### src/rtl/word_mem_sequencer_pkg.sv
// Shared definitions for the word/byte memory sequencer.
//   state_t    : sequencer FSM states
//   BEATS      : byte beats per 32-bit word
//   BYTE_W     : memory data width
//   REQ_IF/D   : requester identifiers (also the encoding of last_gnt)
package word_mem_sequencer_pkg;

    typedef enum logic [1:0] {
        ST_IDLE = 2'd0,
        ST_XFER = 2'd1,
        ST_DONE = 2'd2
    } state_t;

    localparam int   BEATS  = 4;
    localparam int   BYTE_W = 8;
    localparam logic REQ_IF = 1'b0;
    localparam logic REQ_D  = 1'b1;

endpackage

### src/rtl/byte_lane_assembler.sv
// Collects four memory read bytes into one big-endian 32-bit word.
// Ports:
//   clk, rst_n : clock, asynchronous active-low reset
//   beat       : beat index 0..3; beat 0 lands in word[31:24]
//   din        : memory read byte
//   cap_en     : capture din into the lane selected by beat
//   clr        : zero the word at the start of a transaction
//   word       : assembled word register
module byte_lane_assembler
    import word_mem_sequencer_pkg::*;
(
    input  logic              clk,
    input  logic              rst_n,
    input  logic [1:0]        beat,
    input  logic [BYTE_W-1:0] din,
    input  logic              cap_en,
    input  logic              clr,
    output logic [31:0]       word
);

    always_ff @(posedge clk or negedge rst_n) begin
        if (!rst_n) begin
            word <= '0;
        end else if (clr) begin
            word <= '0;
        end else if (cap_en) begin
            case (beat)
                2'd0:    word[31:24] <= din;
                2'd1:    word[23:16] <= din;
                2'd2:    word[15:8]  <= din;
                default: word[7:0]   <= din;
            endcase
        end
    end

endmodule

### src/rtl/word_mem_sequencer.sv
// Shares one byte-wide memory port between instruction fetch and data
// load/store. Each 32-bit access becomes four big-endian byte beats.
// Ports:
//   clk, rst_n               : clock, asynchronous active-low reset
//   if_req/if_addr           : fetch word-read request (level) and byte address
//   if_rdata/if_ack          : fetched word, one-cycle completion pulse
//   d_req/d_we/d_addr/d_wdata: data request (level), write enable, address, word
//   d_rdata/d_ack            : read word (0 for writes), one-cycle completion
//   m_addr/m_we/m_wdata      : memory byte address, write strobe, write byte
//   m_rdata                  : memory read byte, combinational from m_addr
//   busy                     : high whenever the sequencer is not idle
module word_mem_sequencer
    import word_mem_sequencer_pkg::*;
#(
    parameter int   ADDR_W    = 5,
    parameter logic FIRST_GNT = 1'b1
) (
    input  logic              clk,
    input  logic              rst_n,
    input  logic              if_req,
    input  logic [ADDR_W-1:0] if_addr,
    output logic [31:0]       if_rdata,
    output logic              if_ack,
    input  logic              d_req,
    input  logic              d_we,
    input  logic [ADDR_W-1:0] d_addr,
    input  logic [31:0]       d_wdata,
    output logic [31:0]       d_rdata,
    output logic              d_ack,
    output logic [ADDR_W-1:0] m_addr,
    output logic              m_we,
    output logic [BYTE_W-1:0] m_wdata,
    input  logic [BYTE_W-1:0] m_rdata,
    output logic              busy
);

    state_t            state;
    logic [1:0]        beat;
    logic              lat_id;
    logic              lat_we;
    logic [ADDR_W-1:0] lat_addr;
    logic [31:0]       lat_wdata;
    logic              last_gnt;
    logic              mask_if;
    logic              mask_d;
    logic [31:0]       asm_word;

    logic              vld_if;
    logic              vld_d;
    logic              gnt_d;
    logic [ADDR_W-1:0] g_addr;
    logic              g_we;
    logic [31:0]       g_wdata;
    logic [1:0]        beat_nxt;
    logic [31:0]       rd_word;

    // Big-endian byte select: beat 0 is the most significant byte.
    function automatic logic [BYTE_W-1:0] wr_byte(input logic [31:0] w,
                                                  input logic [1:0]  b);
        case (b)
            2'd0:    wr_byte = w[31:24];
            2'd1:    wr_byte = w[23:16];
            2'd2:    wr_byte = w[15:8];
            default: wr_byte = w[7:0];
        endcase
    endfunction

    always_comb begin
        vld_if = if_req & ~mask_if;
        vld_d  = d_req & ~mask_d;
        // On contention the requester that did not win last time goes next.
        if (vld_if && vld_d) gnt_d = (last_gnt == REQ_IF);
        else                 gnt_d = vld_d;
        g_addr   = gnt_d ? d_addr  : if_addr;
        g_we     = gnt_d & d_we;
        g_wdata  = gnt_d ? d_wdata : 32'h0;
        beat_nxt = beat + 2'd1;
        // The last lane is still zero (cleared at grant) while beat 3 is on
        // the bus, so OR-ing in the live byte yields the complete word.
        rd_word  = asm_word | {24'h0, m_rdata};
    end

    byte_lane_assembler u_asm (
        .clk    (clk),
        .rst_n  (rst_n),
        .beat   (beat),
        .din    (m_rdata),
        .cap_en ((state == ST_XFER) && !lat_we),
        .clr    ((state == ST_IDLE) && (vld_if || vld_d)),
        .word   (asm_word)
    );

    always_ff @(posedge clk or negedge rst_n) begin
        if (!rst_n) begin
            state     <= ST_IDLE;
            beat      <= 2'd0;
            lat_id    <= REQ_IF;
            lat_we    <= 1'b0;
            lat_addr  <= '0;
            lat_wdata <= 32'h0;
            last_gnt  <= ~FIRST_GNT;
            mask_if   <= 1'b0;
            mask_d    <= 1'b0;
            if_ack    <= 1'b0;
            d_ack     <= 1'b0;
            if_rdata  <= 32'h0;
            d_rdata   <= 32'h0;
            m_addr    <= '0;
            m_we      <= 1'b0;
            m_wdata   <= '0;
            busy      <= 1'b0;
        end else begin
            if_ack <= 1'b0;
            d_ack  <= 1'b0;
            case (state)
                ST_IDLE: begin
                    // The served requester is masked for exactly one idle cycle.
                    mask_if <= 1'b0;
                    mask_d  <= 1'b0;
                    if (vld_if || vld_d) begin
                        if (vld_if && vld_d) last_gnt <= gnt_d;
                        lat_id    <= gnt_d;
                        lat_we    <= g_we;
                        lat_addr  <= g_addr;
                        lat_wdata <= g_wdata;
                        // Present beat 0 directly from the grant edge.
                        m_addr    <= g_addr;
                        m_we      <= g_we;
                        m_wdata   <= wr_byte(g_wdata, 2'd0);
                        beat      <= 2'd0;
                        busy      <= 1'b1;
                        state     <= ST_XFER;
                    end
                end
                ST_XFER: begin
                    if (beat == 2'(BEATS - 1)) begin
                        m_we  <= 1'b0;
                        beat  <= 2'd0;
                        state <= ST_DONE;
                        if (lat_id == REQ_D) begin
                            d_ack   <= 1'b1;
                            d_rdata <= lat_we ? 32'h0 : rd_word;
                        end else begin
                            if_ack   <= 1'b1;
                            if_rdata <= rd_word;
                        end
                    end else begin
                        beat    <= beat_nxt;
                        // Natural wrap modulo 2^ADDR_W.
                        m_addr  <= lat_addr + ADDR_W'(beat_nxt);
                        m_wdata <= wr_byte(lat_wdata, beat_nxt);
                    end
                end
                ST_DONE: begin
                    busy  <= 1'b0;
                    state <= ST_IDLE;
                    if (lat_id == REQ_D) mask_d  <= 1'b1;
                    else                 mask_if <= 1'b1;
                end
                default: begin
                    state <= ST_IDLE;
                    busy  <= 1'b0;
                    m_we  <= 1'b0;
                end
            endcase
        end
    end

endmodule
### config.mk
export PLATFORM = sky130hd
export DESIGN_NAME = word_mem_sequencer
export DESIGN_NICKNAME = d
export VERILOG_FILES = /design/src/rtl/word_mem_sequencer_pkg.sv /design/src/rtl/byte_lane_assembler.sv /design/src/rtl/word_mem_sequencer.sv
export SDC_FILE = /design/constraint.sdc
export NUM_CORES = 1
export LEC_CHECK = 0
export BUFFER_PORTS_ARGS = -buffer_cell sky130_fd_sc_hd__buf_2
export CORE_MARGIN = 4
export CORE_UTILIZATION = 49
export CTS_CLUSTER_SIZE = 20
export DETAILED_ROUTE_END_ITERATION = 7
export PLACE_DENSITY = 0.72
export SLEW_MARGIN = 30
export SYNTH_ARGS = -nofsm -noshare
export SYNTH_HDL_FRONTEND = slang
export SYNTH_SLANG_ARGS = --single-unit
### constraint.sdc
create_clock -name clk -period 1.9 [get_ports clk]
set_input_delay 0.285 -clock clk [delete_from_list [all_inputs] [get_ports clk]]
set_output_delay 0.285 -clock clk [all_outputs]
set_load 0.01 [all_outputs]
==> out/qor.log, run 1 <==
qor: yosys.cell_count_after_synthesis 558
qor: sta.hold-worst-slack 0.0700 ns
qor: detailed_routing.per_cell_routed_wire_length 18.2 um
qor: cts.clkLatencyLatePin 0.43 ns
qor: yosys.synth_seq_area_share 59.2%
qor: setup_path.worstSetupEndpointType register
qor: outcome.run_status finished, final reports clean
qor: cts.root_buffer sky130_fd_sc_hd__clkbuf_16
qor: sta.rsz0062_at_grt no
qor: yosys.synth-edff-count 0
qor: place.finalWeightedCongestion 0.822
qor: sta.setup-tns-final 0 ns
qor: cts.cts_tree built
qor: min_path.worst_hold_path.endpoint lat_wdata[23]$_DFFE_PN0P_
qor: setup_path.crit_path_max_fanout 4
qor: yosys.synth_top_area_share 59.2%
qor: yosys.synth_xor_area_share 0.391%
qor: yosys.synth-adder-area-share 1.79%
qor: yosys.synth_seq_cells 159
qor: floorplanning.floorplan.die.height 125 um
qor: yosys.synth.top_cells.by_area sky130_fd_sc_hd__dfrtp_1 (59%), sky130_fd_sc_hd__mux2_2 (8.7%), sky130_fd_sc_hd__a22o_1 (4.3%), sky130_fd_sc_hd__o21ai_0 (2.5%), sky130_fd_sc_hd__nand2b_1 (2.3%)
qor: yosys.yosys.area_share.simple 9.31%
qor: floorplanning.die_area 15,700 um2
qor: yosys.synth_compound_area_share 14.7%
qor: power_and_ir_drop.power_per_cell_area 1830 nW/um2
qor: place.port-buffer-count 135
qor: floorplanning.start_util 50.3%
qor: yosys.synthesis.area 6720 um2
qor: detailed_routing.total_iterations_of_the_first_detailed_routing_run 5
qor: setup_path.worstRegToRegCells 7
qor: sta.timing.final.crit_period 1.78 ns
qor: detailed_routing.remaining_drc_errors 0
qor: yosys.synth_cell_types 40
qor: run.cap_violations 0
qor: sta.maxSlewHeadroom 66.9%
qor: setup_path.worst-r2r-setup-slack 0.12 ns
qor: power_and_ir_drop.vdd.ir_drop.worst 0.000765 V
qor: grt.first_global_vias 5,130
qor: setup_path.regToRegEndpoint m_addr[4]$_DFFE_PN0P_
qor: sta.hold_viol 0
qor: sta.setup_viol_count_final 0
qor: final_layout.flow.area_growth_from_synthesis 22.9%
qor: cts.cts.reportedPaths.clkPinSlew 0.06 ns
qor: yosys.avgSynthCellArea 12.0 um2
qor: sta.max_slew.worst_pin.slew 0.497 ns
qor: floorplanning.design.core.area 13,300 um2
qor: setup_path.timing_worst_setup_path_type register to register
qor: final_layout.drive_gt1_share 34.7%
qor: sta.timing.final.max_slew_violations 0
qor: power_and_ir_drop.power.total 15.1 mW
qor: cts.cts_buffers 17
qor: sta.max_fclk 561 MHz
qor: yosys.yosysWarningCount 0
qor: detailed_routing.drt-initial-drc-count 286
qor: yosys.synth_async_sr_flop_share 100%
qor: setup_path.startpoint_type register
qor: detailed_routing.antenna_left 0
qor: detailed_routing.totalWireLength 16.0 mm
qor: sta.worst_clock_skew 0.00744 ns
qor: grt.global_route.usage.total 21.1%
qor: grt.antenna_violations_before_repair 0
qor: yosys.combinational_family_with_the_most_area_after_synthesis compound AO/OA/AOI/OAI gates
qor: grt.global_route_wire_length_before_repair 26.2 mm
qor: cts.clock_sinks 159
qor: yosys.mappedNetlistNets 622
qor: yosys.synth.area.mux_share 10.6%
qor: setup_path.cp_data_arrival_time 2.11 ns
qor: power_and_ir_drop.cellLeakagePower 4.01 nW
qor: sta.fin_crit_share 93.9%
qor: final_layout.fin_nets 760
qor: detailed_routing.route.vias.total 4,850
qor: detailed_routing.via_count_normalized_by_instance_count 5.49
qor: yosys.synth_top_cell_by_area sky130_fd_sc_hd__dfrtp_1
qor: place.detailed_place_hpwl 11.2 mm
qor: grt.largest_net_degree_at_the_start_of_global_routing 66
qor: cts.clock_path_buffers 2
qor: floorplanning.die-width 125 um
qor: min_path.hold_class input pin to register
qor: floorplanning.i_o_pin_cnt 136
qor: min_path.timing.hold.worst_path_depth 2
qor: yosys.dominantRegCellSynth sky130_fd_sc_hd__dfrtp_1
qor: floorplanning.placementRows 42
qor: grt.globalRoute.totalOverflow 0
qor: cts.clock_tree.htree_level_count 4
qor: min_path.startpoint_of_the_tightest_hold_check_path d_wdata[23]
qor: setup_path.critical_path_required 2.23 ns
qor: final_layout.antenna_cells 0
qor: setup_path.r2r-start beat[0]$_DFFE_PN0P_
-- cell families after synthesis --
logic type,count (synthesis)
AO/OA/AOI/OAI,141
XOR/XNOR,3
adder cells (fa/ha/maj),9
buffers and inverters,59
flip-flops,159
multiplexers,64
AND/OR/NAND/NOR,123
-- worst max-delay path by stage --
stage                                       to           startpoint
CTS                      m_addr[4]$_DFFE_PN0P_  beat[0]$_DFFE_PN0P_
finish                   m_addr[4]$_DFFE_PN0P_  beat[0]$_DFFE_PN0P_
detailed placement       m_addr[4]$_DFFE_PN0P_  beat[0]$_DFFE_PN0P_
global placement    u_asm.word[26]$_DFFE_PN0P_               if_req
floorplan                m_addr[4]$_DFFE_PN0P_  beat[0]$_DFFE_PN0P_
global route             m_addr[4]$_DFFE_PN0P_  beat[0]$_DFFE_PN0P_
-- through the flow --
| stage | utilization [%] | setup WS (ns) | cells | cell area (um2) |
|---|---|---|---|---|
| finish | 61.9 | 0.116 | 883 | 8260 |
| global placement | 57.5 | 0.162 | 852 | 7670 |
| CTS | 61.8 | 0.0240 | 883 | 8250 |
| floorplan | - | 0.103 | 558 | 6720 |
| global route | 61.9 | 0.00478 | 883 | 8260 |
| detailed placement | 57.5 | 0.0915 | 852 | 7670 |
-- cell usage after synthesis (all sizes together), types with 3 or more instances --
cell / instances
xnor2: 3
nand3: 9
and3: 6
buf: 25
mux2: 56
mux2i: 8
a22oi: 8
nand2: 39
ha: 8
a221oi: 8
clkbuf: 11
a22o: 33
a211oi: 4
nand2b: 26
dfrtp: 159
and2: 10
inv: 23
a21oi: 34
o31ai: 14
o21ai: 35
nor2: 26
-- cell usage in the layout (no fill, tap or decap), types with 10 or more instances in the layout --
| master | n |
|---|---|
| sky130_fd_sc_hd__nand2_1 | 39 |
| sky130_fd_sc_hd__clkbuf_16 | 17 |
| sky130_fd_sc_hd__nor2_1 | 24 |
| sky130_fd_sc_hd__buf_4 | 13 |
| sky130_fd_sc_hd__buf_2 | 134 |
| sky130_fd_sc_hd__nand2b_1 | 25 |
| sky130_fd_sc_hd__o21ai_0 | 33 |
| sky130_fd_sc_hd__a22o_1 | 33 |
| sky130_fd_sc_hd__inv_1 | 22 |
| sky130_fd_sc_hd__dfrtp_1 | 159 |
| sky130_fd_sc_hd__and2_1 | 10 |
| sky130_fd_sc_hd__mux2_2 | 52 |
| sky130_fd_sc_hd__o31ai_1 | 14 |
| sky130_fd_sc_hd__a21oi_1 | 30 |
-- what timing repair did --
item                                    CTS  global route
resized for setup                         0             3
hold endpoints to repair                 44             0
hold buffers                              1             0
buffers inserted                          0             0
endpoints found under the setup margin    0             5
-- sequential cells by signal (all words and copies together) (netlist names), 2 cells and up --
signal,count
if_rdata,32
lat_addr,5
m_wdata,8
lat_wdata,32
u_asm.word,32
beat,2
d_rdata,32
state,2
m_addr,5
-- cell type report --
class	instances	area (um2)
clock buffer	25	495
clock inverter	5	80.1
fill	1098	5090
inverter	23	86.3
multi-input combinational	340	2490
sequential	159	3980
tap	176	220
timing repair buffer	155	910
-- worst max-delay path, stage by stage (launching register included) --
cell and delay (ns):
sky130_fd_sc_hd__dfrtp_1 0.37, sky130_fd_sc_hd__inv_2 0.07, sky130_fd_sc_hd__ha_1 0.35, sky130_fd_sc_hd__fa_2 0.39, sky130_fd_sc_hd__nand3_1 0.10, sky130_fd_sc_hd__xnor2_1 0.12
sky130_fd_sc_hd__nor2_1 0.06, sky130_fd_sc_hd__o31ai_1 0.22
-- per-layer routing --
layer  share of wire, %  track usage (%)
met2                 50             35.9
met4                2.1             7.53
met1                 41             26.1
met5                  0                0
met3                6.3             5.59
-- report_power, final --
part / switching (mW) / total [mW] / internal (mW)
clock: 1.29 / 3.35 / 2.06
sequential: 0.944 / 5.80 / 4.85
combinational: 3.21 / 5.98 / 2.77
Power figures use the tool's default switching activity.
==> run 2, diff against run 1 <==
CORE_UTILIZATION = 52   (was 49)
PLACE_DENSITY = 0.73   (was 0.72)
clock period = 2 ns   (was 1.9 ns; I/O delays follow)
==> out/qor.log, run 2 (same netlist as run 1, synthesis figures left out) <==
qor: final_layout.drive_gt1_share 34.5% [-0.14 points]
qor: setup_path.cpMostUsedCell sky130_fd_sc_hd__a21oi_1
qor: setup_path.setup.worst_path.start beat[0]$_DFFE_PN0P_
qor: grt.first_global_vias 4,944 [-3.6%]
qor: place.finalWeightedCongestion 0.820 [-0.32%]
qor: detailed_routing.remaining_drc_errors 0 [unchanged]
qor: sta.fin_crit_share 94.5% [+0.64 points]
qor: setup_path.r2r-start beat[0]$_DFFE_PN0P_
qor: sta.timing.final.max_slew_violations 0 [unchanged]
qor: floorplanning.start_util 53.3% [+2.9 points]
qor: sta.max_slew.worst_pin.slew 0.570 ns [+0.0734 ns]
qor: cts.post_cts_resized 0 [unchanged]
qor: sta.setup-tns-final 0 ns [unchanged]
qor: sta.max_fclk 529 MHz [-5.6%]
qor: detailed_routing.via_count_normalized_by_instance_count 5.52 [+0.43%]
qor: setup_path.worst-r2r-setup-slack 0.11 ns [about the same]
qor: final_layout.antenna_cells 0 [unchanged]
qor: floorplanning.floorplan.die.height 122 um [-2.7%]
qor: floorplanning.die_area 14,800 um2 [-5.4%]
qor: setup_path.worstSetupEndpointType register
qor: setup_path.regToRegEndpoint m_wdata[1]$_DFFE_PN0P_
qor: floorplanning.die-width 122 um [-2.7%]
qor: setup_path.critical_path.n_buffers_inverters 2 [+1]
qor: floorplanning.placementRows 41 [-2.4%]
qor: setup_path.crit_chain inv_1 -> buf_4 -> ha_1 -> a21oi_1 -> a221oi_1 -> a21oi_1 -> mux2i_1
qor: cts.cts_tree built
qor: sta.rsz0062_at_grt no
qor: sta.maxSlewHeadroom 62.0% [-4.9 points]
qor: power_and_ir_drop.cellLeakagePower 4.01 nW [+0.16%]
qor: detailed_routing.per_cell_routed_wire_length 18.0 um [-1.1%]
qor: sta.hold-worst-slack 0.0945 ns [+0.0245 ns]
qor: cts.clock_path_buffers 2 [unchanged]
qor: grt.global_route.usage.total 22.2% [+1.1 points]
qor: grt.largest_net_degree_at_the_start_of_global_routing 66 [unchanged]
qor: detailed_routing.drt-initial-drc-count 426 [+49%]
qor: detailed_routing.antenna_left 0 [unchanged]
qor: min_path.timing.hold.worst_path_depth 2 [unchanged]
qor: cts.clkLatencyLatePin 0.42 ns [about the same]
qor: outcome.run_status finished, final reports clean
qor: setup_path.timing.critical_path.slowest_stage_cell sky130_fd_sc_hd__ha_1
qor: setup_path.worstRegToRegCells 7 [unchanged]
qor: final_layout.flow.area_growth_from_synthesis 22.9% [about the same]
qor: min_path.hold_class input pin to register
qor: place.placed_area 7620 um2 [-0.59%]
qor: final_layout.fin_nets 758 [-0.26%]
qor: grt.global_route_wire_length_before_repair 25.4 mm [-3.0%]
qor: setup_path.crit_path_max_fanout 16 [+12]
qor: sta.timing.final.crit_period 1.89 ns [+0.107 ns]
qor: place.port-buffer-count 135 [unchanged]
qor: power_and_ir_drop.vdd.ir_drop.worst 0.000862 V [+13%]
qor: sta.hold_viol 0 [unchanged]
qor: final_layout.finish.instance_area 8260 um2 [about the same]
qor: floorplanning.design.core.area 12,600 um2 [-5.5%]
qor: floorplanning.i_o_pin_cnt 136 [unchanged]
qor: min_path.startpoint_of_the_tightest_hold_check_path d_wdata[11]
qor: power_and_ir_drop.power_per_cell_area 1740 nW/um2 [-4.9%]
qor: detailed_routing.total_iterations_of_the_first_detailed_routing_run 5 [unchanged]
qor: cts.cts_buffers 17 [unchanged]
qor: setup_path.timing_worst_setup_path_type register to register
qor: grt.globalRoute.totalOverflow 0 [unchanged]
qor: run.cap_violations 0 [unchanged]
qor: min_path.worst_hold_path.endpoint lat_wdata[11]$_DFFE_PN0P_
qor: setup_path.cp_data_arrival_time 2.23 ns [+0.12 ns]
qor: final_layout.most_common_cell_after_layout_fill_and_taps_aside sky130_fd_sc_hd__dfrtp_1
qor: cts.cts.reportedPaths.clkPinSlew 0.06 ns [about the same]
qor: setup_path.critical-path-max-stage-delay 0.51 ns [+0.12 ns]
qor: cts.clock_sinks 159 [unchanged]
qor: detailed_routing.route.vias.total 4,849 [-0.021%]
qor: place.detailed_place_hpwl 10.9 mm [-2.7%]
qor: sta.worst_clock_skew 0.00670 ns [-0.000738 ns]
qor: cts.clock_tree.htree_level_count 4 [unchanged]
qor: grt.antenna_violations_before_repair 0 [unchanged]
qor: cts.root_buffer sky130_fd_sc_hd__clkbuf_16
qor: setup_path.critical_path_required 2.34 ns [+0.11 ns]
qor: place.dp.cells 846 [-0.70%]
qor: final_layout.final_cell_count_no_fill 879 [-0.45%]
qor: detailed_routing.totalWireLength 15.8 mm [-1.6%]
qor: setup_path.startpoint_type register
qor: final_layout.most-common-layout-cells sky130_fd_sc_hd__dfrtp_1 (159), sky130_fd_sc_hd__buf_2 (134), sky130_fd_sc_hd__mux2_2 (52)
qor: sta.setup_viol_count_final 0 [unchanged]
qor: setup_path.crit_family adder cells
-- run 2: report_power, final --
group / total, mW / switching (mW) / internal [mW]
Combinational: 5.49 / 2.96 / 2.53
Sequential: 5.51 / 0.896 / 4.61
Clock: 3.39 / 1.24 / 2.14
-- run 2: how the worst max path moves through the flow --
stage	endpoint	slack (ns)	cells past startpoint
3_3_place_gp	m_addr[4]$_DFFE_PN0P_	0.19	7
4_1_cts	m_wdata[7]$_DFFE_PN0P_	0.12	7
6_report	m_wdata[1]$_DFFE_PN0P_	0.11	7
2_1_floorplan	m_addr[4]$_DFFE_PN0P_	0.20	7
5_1_grt	m_wdata[7]$_DFFE_PN0P_	0.01	7
3_5_place_dp	m_addr[4]$_DFFE_PN0P_	0.15	7
-- run 2: area by class of cell --
type,instances,area [um2]
well taps,172,215
repair buffers,153,870
clock buffers,21,460
flip-flops and latches,159,3980
fillers,1014,4360
multi-input cells,340,2480
inverters,23,86.3
clock inverters,11,163
-- run 2: repair_timing --
item	CTS	global route
setup buffers	0	0
hold buffers	1	0
hold endpoints to repair	37	0
-- run 2: per-layer routing --
metal | vias up | part of all wire, % | global-route usage [%] | routed length (um)
li1 | 2235 | - | - | -
met1 | 2427 | 42 | 28.5 | 6570
met2 | 174 | 51 | 37.4 | 8070
met3 | 13 | 6.1 | 6.04 | 961
met4 | 0 | 1.2 | 6.37 | 187
met5 | - | 0 | 0 | 0
-- run 2: per-stage QoR --
step | power [mW] | setup slack, ns | util (%)
global placement | 10.8 | 0.188 | 60.4
detailed placement | 11.1 | 0.149 | 60.4
global route | 15.3 | 0.0145 | 65.4
finish | 14.4 | 0.110 | 65.4
floorplan | 9.12 | 0.203 | -
CTS | 14.5 | 0.118 | 65.4
==> run 3, diff against run 2 <==
PLACE_DENSITY = 0.8   (was 0.73)
==> out/qor.log, run 3 (same netlist as run 1, synthesis figures left out) <==
qor: sta.rsz0062_at_grt no
qor: place.dp.cells 848 [+0.24%]
qor: floorplanning.die-width 122 um [unchanged]
qor: power_and_ir_drop.power_per_cell_area 1700 nW/um2 [-2.4%]
qor: floorplanning.placementRows 41 [unchanged]
qor: setup_path.cpMostUsedCell sky130_fd_sc_hd__buf_4
qor: final_layout.flow.area_growth_from_synthesis 21.8%
qor: floorplanning.start_util 53.3% [unchanged]
qor: detailed_routing.remaining_drc_errors 0 [unchanged]
qor: sta.maxSlewHeadroom 62.9% [+0.97 points]
qor: final_layout.register_area 3980 um2 [about the same]
qor: cts.clock_tree.htree_level_count 4 [unchanged]
qor: detailed_routing.drt-initial-drc-count 238 [-44%]
qor: final_layout.most-common-layout-cells sky130_fd_sc_hd__dfrtp_1 (157), sky130_fd_sc_hd__buf_2 (134), sky130_fd_sc_hd__mux2_2 (52)
qor: final_layout.fin_nets 760 [+0.26%]
qor: floorplanning.i_o_pin_cnt 136 [unchanged]
qor: detailed_routing.antenna_left 0 [unchanged]
qor: cts.cts_buffers 17 [unchanged]
qor: outcome.run_status finished, final reports clean
qor: sta.timing.final.crit_period 1.86 ns [-0.0328 ns]
qor: grt.first_global_vias 4,802 [-2.9%]
qor: final_layout.n_fill_cell 991 [-2.3%]
qor: place.detailed_place_hpwl 11.0 mm [+0.52%]
qor: cts.cts.reportedPaths.clkPinSlew 0.06 ns [about the same]
qor: place.finalWeightedCongestion 0.857 [+4.6%]
qor: setup_path.startpoint_type register
qor: setup_path.timing.critical_path.slowest_stage_cell sky130_fd_sc_hd__dfrtp_1
qor: cts.clock_sinks 159 [unchanged]
qor: sta.timing.final.max_slew_violations 0 [unchanged]
qor: power_and_ir_drop.cellLeakagePower 3.98 nW [-0.91%]
qor: setup_path.timing_worst_setup_path_type register to register
qor: final_layout.drive_gt1_share 35.1% [+0.57 points]
qor: cts.post_cts_buffers 0 [unchanged]
qor: detailed_routing.route.vias.total 4,829 [-0.41%]
qor: setup_path.critical_path.n_buffers_inverters 2 [unchanged]
qor: min_path.hold_class input pin to register
qor: final_layout.final_cell_count_no_fill 879 [unchanged]
qor: detailed_routing.per_cell_routed_wire_length 17.5 um [-2.8%]
qor: floorplanning.floorplan.die.height 122 um [unchanged]
qor: sta.max_fclk 538 MHz [+1.8%]
qor: cts.clkLatencyLatePin 0.42 ns [about the same]
qor: sta.hold_viol 0 [unchanged]
qor: setup_path.worstSetupEndpointType register
qor: final_layout.multiInputGateArea 2490 um2 [+0.20%]
qor: floorplanning.design.core.area 12,600 um2 [unchanged]
qor: cts.clock_path_buffers 2 [unchanged]
qor: detailed_routing.totalWireLength 15.3 mm [-2.8%]
qor: sta.worst_clock_skew 0.00683 ns [+0.000131 ns]
qor: power_and_ir_drop.vdd.ir_drop.worst 0.000850 V [-1.4%]
qor: setup_path.crit_family simple AND/OR/NAND/NOR gates
qor: sta.setup-tns-final 0 ns [unchanged]
qor: run.cap_violations 0 [unchanged]
qor: grt.global_route.usage.total 21.9% [-0.28 points]
qor: setup_path.crit_path_max_fanout 35 [+19]
qor: cts.root_buffer sky130_fd_sc_hd__clkbuf_16
qor: sta.setup_viol_count_final 0 [unchanged]
qor: detailed_routing.total_iterations_of_the_first_detailed_routing_run 5 [unchanged]
qor: grt.largest_net_degree_at_the_start_of_global_routing 66 [unchanged]
qor: detailed_routing.via_count_normalized_by_instance_count 5.49 [-0.41%]
qor: sta.max_slew.worst_pin.slew 0.556 ns [-0.0146 ns]
qor: final_layout.most_common_cell_after_layout_fill_and_taps_aside sky130_fd_sc_hd__dfrtp_1
qor: setup_path.critical-path-max-stage-delay 0.38 ns [-0.13 ns]
qor: floorplanning.die_area 14,800 um2 [unchanged]
qor: setup_path.crit_chain nor2b_1 -> buf_4 -> nand2_1 -> nor2_2 -> buf_4 -> a22o_1
qor: grt.antenna_violations_before_repair 0 [unchanged]
qor: setup_path.cp_data_arrival_time 2.21 ns [-0.02 ns]
qor: cts.cts_tree built
qor: final_layout.antenna_cells 0 [unchanged]
qor: setup_path.critical_path_required 2.36 ns [+0.02 ns]
qor: grt.globalRoute.totalOverflow 0 [unchanged]
qor: grt.global_route_wire_length_before_repair 25.1 mm [-1.1%]
qor: place.port-buffer-count 135 [unchanged]
qor: sta.fin_crit_share 92.9% [-1.6 points]
## run 3: cell type report
cell class | count | area share, %
sequential | 159 | 48.7
multi-input combinational | 340 | 30.4
timing repair buffer | 155 | 10.8
clock buffer | 24 | 6.01
tap | 172 | 2.63
inverter | 23 | 1.06
clock inverter | 6 | 0.428
## run 3: timing repair
action | in CTS | in global routing
setup endpoints to repair | 0 | 6
hold buffers | 1 | 0
gates resized for setup | 0 | 5
hold endpoints to repair | 50 | 0
## run 3: per-layer routing
metal | GRT usage (%) | vias to the layer above | wire length (um)
met5 | 0 | - | 0
met4 | 7.63 | 0 | 212
met3 | 5.06 | 16 | 1070
met2 | 35.9 | 191 | 7600
met1 | 29.1 | 2369 | 6460
li1 | - | 2253 | -
## run 3: path summary, 6_finish.rpt
| check | from | endpoint | slack (ns) | depth (start not counted) |
|---|---|---|---|---|
| worst max-delay path | mask_d$_DFFE_PN0P_ | lat_wdata[28]$_DFFE_PN0P_ | 0.14 | 6 |
| worst min-delay path | d_wdata[15] | lat_wdata[15]$_DFFE_PN0P_ | 0.09 | 2 |
| worst max register to register | mask_d$_DFFE_PN0P_ | lat_wdata[28]$_DFFE_PN0P_ | 0.14 | 6 |
| worst min register to register | d_rdata[18]$_DFFE_PN0P_ | d_rdata[18]$_DFFE_PN0P_ | 0.47 | 2 |
| max in group asynchronous | rst_n | beat[1]$_DFFE_PN0P_ | 0.92 | 3 |
| min in group asynchronous | rst_n | d_rdata[19]$_DFFE_PN0P_ | 0.42 | 2 |
## run 3: power by group
part / switching [mW] / internal (mW)
Sequential: 0.894 / 4.62
Clock: 1.18 / 1.69
Combinational: 2.97 / 2.56
Total: 5.04 / 8.86
## run 3: metrics by stage
stage | setup slack (ns) | hold WS [ns] | utilization (%) | total power, mW | cell area, um2
floorplan | 0.203 | 0.00441 | - | 9.12 | 6720
global placement | 0.137 | 0.302 | 60.5 | 10.8 | 7640
detailed placement | 0.0220 | 0.300 | 60.5 | 11.1 | 7640
CTS | 0.00203 | 0.0758 | 64.8 | 14.0 | 8180
global route | 0.0281 | 0.0847 | 64.8 | 14.9 | 8180
finish | 0.142 | 0.0918 | 64.8 | 13.9 | 8180
## run 3: worst register-to-register path: cells and delay by family, from the launching register on
kind,cells,cell delay [ns]
compound gates,1,0.22
buf+inv,2,0.58
flops,1,0.38
simple gates,3,0.62
